**config.mk**
```make
export PLATFORM = sky130hd
export DESIGN_NAME = ccc_lock_reset_sequencer
export DESIGN_NICKNAME = d
export VERILOG_FILES = /design/src/rtl/ccc_seq_pkg.sv /design/src/rtl/sync_2ff.sv /design/src/rtl/ccc_lock_reset_sequencer.sv
export SDC_FILE = /design/constraint.sdc
export NUM_CORES = 1
export LEC_CHECK = 0
export ABC_AREA = 1
export CAP_MARGIN = 15
export CELL_PAD_IN_SITES_DETAIL_PLACEMENT = 0
export CELL_PAD_IN_SITES_GLOBAL_PLACEMENT = 2
export CORE_MARGIN = 2
export CORE_UTILIZATION = 28
export CTS_CLUSTER_DIAMETER = 60
export DETAILED_ROUTE_END_ITERATION = 8
export HOLD_SLACK_MARGIN = 0.06
export PLACE_DENSITY = 0.81
export SLEW_MARGIN = 10
export SYNTH_ARGS = -nofsm -noshare
export SYNTH_HDL_FRONTEND = slang
export SYNTH_HIERARCHICAL = 1
export SYNTH_SLANG_ARGS = --single-unit
export TNS_END_PERCENT = 10
```
**constraint.sdc**
```tcl
create_clock -name i_clk -period 1.61 [get_ports i_clk]
set_input_delay 0.322 -clock i_clk [delete_from_list [all_inputs] [get_ports i_clk]]
set_output_delay 0.322 -clock i_clk [all_outputs]
set_load 0.005 [all_outputs]
```
**src/rtl/ccc_seq_pkg.sv**
```systemverilog
// Shared types and sizing helpers for the CCC lock / reset sequencer.
// Holds the FSM state encoding and the timer width calculation.
package ccc_seq_pkg;

    typedef enum logic [2:0] {
        StPllRst,
        StWaitLock,
        StDebounce,
        StRelease,
        StRun,
        StFault
    } seq_state_e;

    localparam int unsigned RetryW = 4;

    // Width of the shared timer: must hold every terminal count used by any state.
    function automatic int unsigned timer_width(input int unsigned arst_cycles,
                                                input int unsigned lock_timeout,
                                                input int unsigned lock_stable,
                                                input int unsigned release_span);
        int unsigned m;
        m = arst_cycles;
        if (lock_timeout > m) m = lock_timeout;
        if (lock_stable > m) m = lock_stable;
        if (release_span > m) m = release_span;
        return ($clog2(m) < 1) ? 1 : $clog2(m);
    endfunction

endpackage

```
**src/rtl/sync_2ff.sv**
```systemverilog
// Generic two-flop synchronizer for bringing asynchronous levels into a clock domain.
module sync_2ff #(
    parameter int unsigned     WIDTH     = 1,
    parameter logic [WIDTH-1:0] RESET_VAL = '0
) (
    input  logic             i_clk,
    input  logic             i_rst,
    input  logic [WIDTH-1:0] i_d,
    output logic [WIDTH-1:0] o_q
);

    logic [WIDTH-1:0] r_meta;
    logic [WIDTH-1:0] r_sync;

    always_ff @(posedge i_clk) begin
        if (i_rst) begin
            r_meta <= RESET_VAL;
            r_sync <= RESET_VAL;
        end else begin
            r_meta <= i_d;
            r_sync <= r_meta;
        end
    end

    assign o_q = r_sync;

endmodule

```
**src/rtl/ccc_lock_reset_sequencer.sv**
```systemverilog
// Supervises the CCC PLL: pulses its reset, waits for a debounced LOCK, then releases
// downstream fabric resets in ordered stages; re-asserts them all on loss of lock.
module ccc_lock_reset_sequencer
    import ccc_seq_pkg::*;
#(
    parameter int unsigned ARST_CYCLES  = 16,
    parameter int unsigned LOCK_TIMEOUT = 4096,
    parameter int unsigned LOCK_STABLE  = 256,
    parameter int unsigned NUM_STAGES   = 3,
    parameter int unsigned STAGE_GAP    = 32,
    parameter int unsigned MAX_RETRIES  = 3,
    parameter int unsigned CNT_W        = 8
) (
    input  logic                  i_clk,
    input  logic                  i_rst,
    input  logic                  i_lock,
    input  logic                  i_sw_reset_req,
    output logic                  o_pll_arst_n,
    output logic [NUM_STAGES-1:0] o_stage_rst,
    output logic                  o_ready,
    output logic                  o_fault,
    output logic [RetryW-1:0]     o_retry_cnt,
    output logic [CNT_W-1:0]      o_loss_cnt
);

    localparam int unsigned TW = timer_width(ARST_CYCLES, LOCK_TIMEOUT, LOCK_STABLE,
                                             NUM_STAGES * STAGE_GAP);
    localparam logic [TW-1:0] ArstLast    = TW'(ARST_CYCLES - 1);
    localparam logic [TW-1:0] TimeoutLast = TW'(LOCK_TIMEOUT - 1);
    // The WAIT_LOCK cycle that first sees lock_s counts as the first stable cycle.
    localparam logic [TW-1:0] StableLast  = TW'((LOCK_STABLE > 1) ? LOCK_STABLE - 2 : 0);
    localparam logic [TW-1:0] ReleaseLast = TW'((NUM_STAGES - 1) * STAGE_GAP);
    localparam logic [RetryW-1:0] RetryMax = RetryW'(MAX_RETRIES);

    seq_state_e              r_state, w_state_d;
    logic [TW-1:0]           r_timer, w_timer_d;
    logic [RetryW-1:0]       r_retry, w_retry_d;
    logic [CNT_W-1:0]        r_loss, w_loss_d;
    logic                    w_lock_s;
    logic                    r_pll_arst_n, w_pll_arst_n_d;
    logic [NUM_STAGES-1:0]   r_stage_rst, w_stage_rst_d;
    logic                    r_ready, w_ready_d;
    logic                    r_fault, w_fault_d;

    sync_2ff #(
        .WIDTH     (1),
        .RESET_VAL (1'b0)
    ) u_lock_sync (
        .i_clk (i_clk),
        .i_rst (i_rst),
        .i_d   (i_lock),
        .o_q   (w_lock_s)
    );

    always_ff @(posedge i_clk) begin
        if (i_rst) begin
            r_state <= StPllRst;
            r_timer <= '0;
            r_retry <= '0;
            r_loss  <= '0;
        end else begin
            r_state <= w_state_d;
            r_timer <= w_timer_d;
            r_retry <= w_retry_d;
            r_loss  <= w_loss_d;
        end
    end

    always_comb begin
        w_state_d = r_state;
        w_retry_d = r_retry;
        w_loss_d  = r_loss;
        if (i_sw_reset_req) begin
            w_state_d = StPllRst;
            w_retry_d = '0;
        end else begin
            unique case (r_state)
                StPllRst: begin
                    if (r_timer == '0 && r_retry != '1) w_retry_d = r_retry + 1'b1;
                    if (r_timer == ArstLast) w_state_d = StWaitLock;
                end
                StWaitLock: begin
                    if (w_lock_s) begin
                        w_state_d = (LOCK_STABLE > 1) ? StDebounce : StRelease;
                    end else if (r_timer == TimeoutLast) begin
                        w_state_d = (r_retry >= RetryMax) ? StFault : StPllRst;
                    end
                end
                StDebounce: begin
                    if (!w_lock_s) w_state_d = StWaitLock;
                    else if (r_timer == StableLast) w_state_d = StRelease;
                end
                StRelease: begin
                    if (!w_lock_s) w_state_d = StWaitLock;
                    else if (r_timer == ReleaseLast) w_state_d = StRun;
                end
                StRun: begin
                    if (!w_lock_s) begin
                        w_state_d = StWaitLock;
                        w_retry_d = '0;
                        if (r_loss != '1) w_loss_d = r_loss + 1'b1;
                    end
                end
                StFault: w_state_d = StFault;
                default: w_state_d = StPllRst;
            endcase
        end
        // Timer restarts on every state entry, including a software re-entry of PLL_RST.
        w_timer_d = (w_state_d != r_state || i_sw_reset_req) ? '0 : r_timer + 1'b1;
    end

    // Outputs are decoded from next state so the registered copies line up with r_state.
    always_comb begin
        w_pll_arst_n_d = !(w_state_d == StPllRst || w_state_d == StFault);
        w_ready_d      = (w_state_d == StRun);
        w_fault_d      = (w_state_d == StFault);
        w_stage_rst_d  = '1;
        if (w_state_d == StRun) begin
            w_stage_rst_d = '0;
        end else if (w_state_d == StRelease) begin
            for (int k = 0; k < NUM_STAGES; k++) begin
                if (w_timer_d >= TW'(k * STAGE_GAP)) w_stage_rst_d[k] = 1'b0;
            end
        end
    end

    always_ff @(posedge i_clk) begin
        if (i_rst) begin
            r_pll_arst_n <= 1'b0;
            r_stage_rst  <= '1;
            r_ready      <= 1'b0;
            r_fault      <= 1'b0;
        end else begin
            r_pll_arst_n <= w_pll_arst_n_d;
            r_stage_rst  <= w_stage_rst_d;
            r_ready      <= w_ready_d;
            r_fault      <= w_fault_d;
        end
    end

    assign o_pll_arst_n = r_pll_arst_n;
    assign o_stage_rst  = r_stage_rst;
    assign o_ready      = r_ready;
    assign o_fault      = r_fault;
    assign o_retry_cnt  = r_retry;
    assign o_loss_cnt   = r_loss;

endmodule
```
# Yosys cells after proc, flatten, opt, wreduce, memory -nomap -nowiden
# Cells that the tools add are included.
# Widths: inputs -> output; s select.
# totals
out_inout_bits	18
elab_cells	67
input_bits	4
reg_bits	35
# op_classes
addsub	3
mux	20
magnitude_cmp	4
eq_ne	17
bitwise_logic	2
n_reduce_logical	11
# op_table
op	n
$mux 3	12
$pmux 3 s6	1
$add 12x1->12 const B	1
$eq 12x12->1 const B	1
$eq 12x4->1 const B	1
$eq 12x7->1 const B	1
$eq 12x8->1 const B	1
$eq 3x3->1 const B	4
$ge 12x1->1 const B	1
$ge 12x6->1 const B	1
$ge 12x7->1 const B	1
$logic_not 12->1	1
$mux 12	1
$eq 3x2->1 const B	3
$add 8x1->8 const B	1
$mux 4	2
$ne 8x8->1 const B	1
$pmux 4 s2	1
$logic_not 3->1	2
$add 4x1->4 const B	1
$ge 4x2->1 const B	1
$ne 2x2->1 const B	2
$ne 4x4->1 const B	1
$reduce_and 4->1	1
other kinds (10)	14

# Depth between registers and ports, before layout
# depth
ltp_word	13
depth_mapped	15
mapped_depth_nobuf	15

# Cells and area by module
# The synthesis kept the hierarchy.
# by_module_without_submodules
module	area_per_inst_um2	cells_each	seq_area_each_um2	n_inst
ccc_lock_reset_sequencer	1833.0	272	660.6	1
sync_2ff	55.1	6	40.0	1

# Worst setup path before layout
# OpenSTA, ideal clock, no wires.
# synth_timing
kind	register to register
startpoint	reg r_timer[0]
endpoint	reg r_timer[7]
n_path_buf	1
slack_ps	-96
synth_period_minus_slack_ps	1706
setup_ps	62
arrival_time_ps	1644
path_stages_with_launch	13
required_ps	1548
path_cell_list	dfxtp_1 > ha_1 > nand3_4 > nor2_4 > nand3_2 > nand2_1 > nand4_1 > nand2_1 > nand2_1 > nand2_2 > nand3_2 > buf_6 > nor2_2
# synth_via
elab_chain_len	8
word_cells_on_any_way	17
classes_between	add/sub (1); eq/ne (5); mux (10); reduce/logical (1)
# synth_lines
element	line_no	text
start: declaration	ccc_lock_reset_sequencer.sv:36	logic [TW-1:0] r_timer, w_timer_d;
start signal: assignment	ccc_lock_reset_sequencer.sv:63	r_timer <= w_timer_d;
$eq 12x7->1 (tied with other cells)	ccc_lock_reset_sequencer.sv:95	else if (r_timer == ReleaseLast) w_state_d = StRun;
$mux 3, on equally long branches	ccc_lock_reset_sequencer.sv:95, ccc_lock_reset_sequencer.sv:85, ccc_lock_reset_sequencer.sv:91	
$mux 3, on equally long branches	ccc_lock_reset_sequencer.sv:94, ccc_lock_reset_sequencer.sv:83, ccc_lock_reset_sequencer.sv:90	
$pmux 3 s6	ccc_lock_reset_sequencer.sv:77	unique case (r_state)
$mux 3	ccc_lock_reset_sequencer.sv:73	if (i_sw_reset_req) begin
$ne 3x3->1	ccc_lock_reset_sequencer.sv:109	w_timer_d = (w_state_d != r_state || i_sw_reset_req) ? '0 : r_timer + 1'b1;
$logic_or 1x1->1	ccc_lock_reset_sequencer.sv:109	
$mux 12 *	ccc_lock_reset_sequencer.sv:109	
# Every way passes the cells marked *; elsewhere a longest branch is shown, timed or not.
# A chain may end at the register's enable or synchronous reset.

# Worst setup path after layout
# layout_timing
startpoint	reg r_retry[1], in the netlist o_retry_cnt[1]
endpoint	reg r_timer[1]
# layout_via
elab_chain_len	9
# layout_lines
element	line_no	text
start: declaration	ccc_lock_reset_sequencer.sv:37	logic [RetryW-1:0] r_retry, w_retry_d;
start signal: assignment	ccc_lock_reset_sequencer.sv:64	r_retry <= w_retry_d;
$ge 4x2->1	ccc_lock_reset_sequencer.sv:86	w_state_d = (r_retry >= RetryMax) ? StFault : StPllRst;
$mux 3	ccc_lock_reset_sequencer.sv:86	
$mux 3	ccc_lock_reset_sequencer.sv:85	end else if (r_timer == TimeoutLast) begin
$mux 3	ccc_lock_reset_sequencer.sv:83	if (w_lock_s) begin
$pmux 3 s6	ccc_lock_reset_sequencer.sv:77	
$mux 3	ccc_lock_reset_sequencer.sv:73	
$ne 3x3->1	ccc_lock_reset_sequencer.sv:109	
$logic_or 1x1->1	ccc_lock_reset_sequencer.sv:109	
$mux 12	ccc_lock_reset_sequencer.sv:109	
# Every way passes these cells.

==> flow_metrics.env <==
export IMPL_cts_root_buf="clkbuf_8"
export IMPL_clk_pin_slew_ns=0.07
export IMPL_initial_utilization_pct=29.4
export IMPL_ys_seq_area_share_pct=37.1
export IMPL_hp_class="reg2reg"
export IMPL_synth_compound_area_share_pct=7.16
export IMPL_clock_sinks=35
export IMPL_maxCapViolations=0
export IMPL_numCtsBuffers=5
export IMPL_max_freq_mhz=554
export IMPL_final_cells=437
export IMPL_grt_pass1_vias=1817
export IMPL_die_h_um=86.1
export IMPL_dr_pass1_iters=4
export IMPL_clkLatencyLatePin_ns=0.28
export IMPL_hold_buffers=0
export IMPL_antenna_found_initial=0
export IMPL_die_x_um=86.1
export IMPL_hold_viol=0
export IMPL_tightest_slew_ns=0.256
export IMPL_worstSetupPathType="reg2reg"
export IMPL_ys_async_sr_fraction_pct=0
export IMPL_cts_htree_levels=2
export IMPL_cts_setup_buffers=0
export IMPL_synth_distinct_cells=27
export IMPL_worst_path_max_delay_cell="dfxtp_2"
export IMPL_path_buf_inv=1
export IMPL_synthToLayoutAreaGrowth_pct=46.1
export IMPL_routed_top_layer="met4"
export IMPL_synth_xor_area_share_pct=2.78
export IMPL_synthCells=278
export IMPL_worstPathRequired_ns=1.83
export IMPL_routabilityCongestion=0.806
export IMPL_finClkSkew_ns=0.00378
export IMPL_vias_per_cell=4.38
export IMPL_crit_arrival_ns=2.02
export IMPL_wl_met2_um=2100
export IMPL_track_usage_pct=13.7
export IMPL_relSlewSlack_pct=82.8
export IMPL_whs_ns=0.409
export IMPL_power_leakage_nw=1.22
export IMPL_yosysWarnings=6
export IMPL_path_cells="ha_4 -> or2_1 -> nor2_1 -> nand3_2 -> nand2_2 -> nand4_1 -> nand2_1 -> nand2_1 -> nand2_2 -> nand3_2 -> buf_12 -> nor2_2"
export IMPL_layout_min_cycle_time_ns=1.80
export IMPL_finalPower_mw=1.58
export IMPL_routed_wirelength_um=4640
export IMPL_grt_overflow=0
export IMPL_cts_tree="yes"
export IMPL_placed_cells=431
export IMPL_p_switching_mw=0.360
export IMPL_synth_mux_area_share_pct=0
export IMPL_yosysMostFrequentCell="nand2_1"
export IMPL_synth_area_per_cell_um2=6.79
export IMPL_synth_top_family_by_area="simple AND/OR/NAND/NOR gates"
export IMPL_drive_above_1_share_pct=29.7
export IMPL_netSwitchingFraction_pct=22.8
export IMPL_synth_edf_count=0
export IMPL_syn_nets=287
export IMPL_ioPinCount=22
export IMPL_portBuffers=21
export IMPL_endpoint_kind="flop"
export IMPL_pwr_share_clk_pct=36.9
export IMPL_synthTopCellsByArea="dfxtp_1, nand2_1, nor2_1, inv_1, nand3_1"
export IMPL_wl_met3_um=138
export IMPL_setup_violations=17
export IMPL_power_frac_comb_pct=7.2
export IMPL_die_area_um2=7420
export IMPL_met1Wirelength_um=2340
export IMPL_n_antenna_cell=0
export IMPL_p_int_mw=1.22
export IMPL_synth_largest_area_cell="dfxtp_1"
export IMPL_start_kind="flop"
export IMPL_ir_drop_uv=304
export IMPL_dp_slack_ns=-0.279
export IMPL_core_um2=6420
export IMPL_netlist_area_um2=1890
export IMPL_synth_simple_area_share_pct=41.3
export IMPL_synthAdderAreaFrac_pct=3.31
export IMPL_cpPeakStageDelay_ns=0.34
export IMPL_ys_ff_latch=35
export IMPL_wl_per_cell_um=10.6
export IMPL_setup_ws_ns=-0.195
export IMPL_worstPathMaxFanout=12
export IMPL_synth_commonest_cells="nand2_1, nor2_1, inv_1, dfxtp_1, nand3_1"
export IMPL_num_vias=1913
export IMPL_violations="setup timing"
export IMPL_grt_max_degree=13
export IMPL_drc=0
export IMPL_status="finished with violations"
export IMPL_cts_max_path_buffers=2
export IMPL_dpl_hpwl_um=3750
export IMPL_nets=370
export IMPL_power_density_nw_per_um2=572
export IMPL_critPathTopFamily="simple AND/OR/NAND/NOR gates"
export IMPL_rsz0062_at_grt="true"
export IMPL_p_seq_share_pct=55.9
export IMPL_report_final_slew_viol_count=0
export IMPL_ys_flop_type="dfxtp_1"
export IMPL_rows=29
export IMPL_ant_nets=0
export IMPL_grt_pass1_wl_um=8170
export IMPL_fin_crit_sh_pct=112
export IMPL_first_iter_violations=73
export IMPL_synth_top_cell_area_share_pct=37.1
worst register-to-register path, delay by kind of cell (launching register included):
family / cells / cell delay [ns]
flip-flops: 1 / 0.34
AND/OR/NAND/NOR: 10 / 1.08
adder cells (fa/ha/maj): 1 / 0.16
buffers and inverters: 1 / 0.16
power by group through the flow:
stage	sequential [mW]	clock (mW)	combinational, mW
CTS	0.881	0.611	0.114
global placement	0.898	0	0.111
floorplan	0.901	0	0.0483
finish	0.882	0.583	0.113
global route	0.882	0.641	0.128
detailed placement	0.899	0	0.111
worst paths after layout:
| kind | start | end | slack (ns) | cells past startpoint |
|---|---|---|---|---|
| setup / recovery | o_retry_cnt[1] | r_timer[1] | -0.19 | 12 |
| hold / removal | u_lock_sync/r_meta | u_lock_sync/o_q | 0.41 | 2 |
| setup reg to reg | o_retry_cnt[1] | r_timer[1] | -0.19 | 12 |
| hold reg to reg | u_lock_sync/r_meta | u_lock_sync/o_q | 0.41 | 2 |
repair_timing:
item | CTS | global route
pin swaps | 4 | 3
endpoints found under the setup margin | 20 | 26
gates resized for setup | 9 | 11
cloned | 0 | 0
hold endpoints to repair | 0 | 0
final cells by class:
| class | count | area, um^2 |
|---|---|---|
| Clock buffer | 6 | 72.6 |
| Fill cell | 696 | 3660 |
| Inverter | 39 | 146 |
| Multi-Input combinational cell | 203 | 1090 |
| Sequential cell | 35 | 712 |
| Tap cell | 77 | 96.3 |
| Timing Repair Buffer | 77 | 643 |
routing by layer:
| metal | vias to the layer above | GRT usage (%) |
|---|---|---|
| li1 | 1043 | - |
| met5 | - | 0 |
| met3 | 7 | 3.08 |
| met4 | 0 | 4.33 |
| met2 | 23 | 21.6 |
| met1 | 840 | 18.5 |
registers in the layout (all words and copies together) (netlist names):
register,cells
r_state,3
o_loss_cnt,8
u_lock_sync/r_meta,1
o_retry_cnt,4
r_timer,12
u_lock_sync/o_q,1
o_fault,1
o_pll_arst_n,1
o_ready,1
o_stage_rst,3
cell usage in the layout, fill, tap and decap left out, types with 3 or more instances in the layout:
cell type	instances
a21oi_1	9
buf_4	55
clkbuf_8	5
clkdlybuf4s50_1	21
dfxtp_1	26
dfxtp_2	9
ha_1	3
inv_1	36
nand2_1	61
nand2_2	7
nand3_1	25
nand3_2	4
nand4_1	3
nor2_1	41
nor2_2	16
nor2_4	3
o21ai_0	9
o21bai_1	3
xor2_1	4
stage by stage:
stage / setup TNS [ns] / util (%) / cell area (um^2)
floorplan: -0.752 / - / 1890
finish: -2.80 / 42.9 / 2760
CTS: -2.77 / 42.5 / 2730
global placement: -2.98 / 40.8 / 2620
global route: -5.81 / 42.9 / 2760
detailed placement: -3.66 / 40.8 / 2620
cell families after synthesis:
family,count (synthesis)
AO/OA/AOI/OAI,24
XOR/XNOR,6
buffers and inverters,40
AND/OR/NAND/NOR,168
flip-flops,35
adder cells (fa/ha/maj),5
Power figures use the tool's default switching activity.
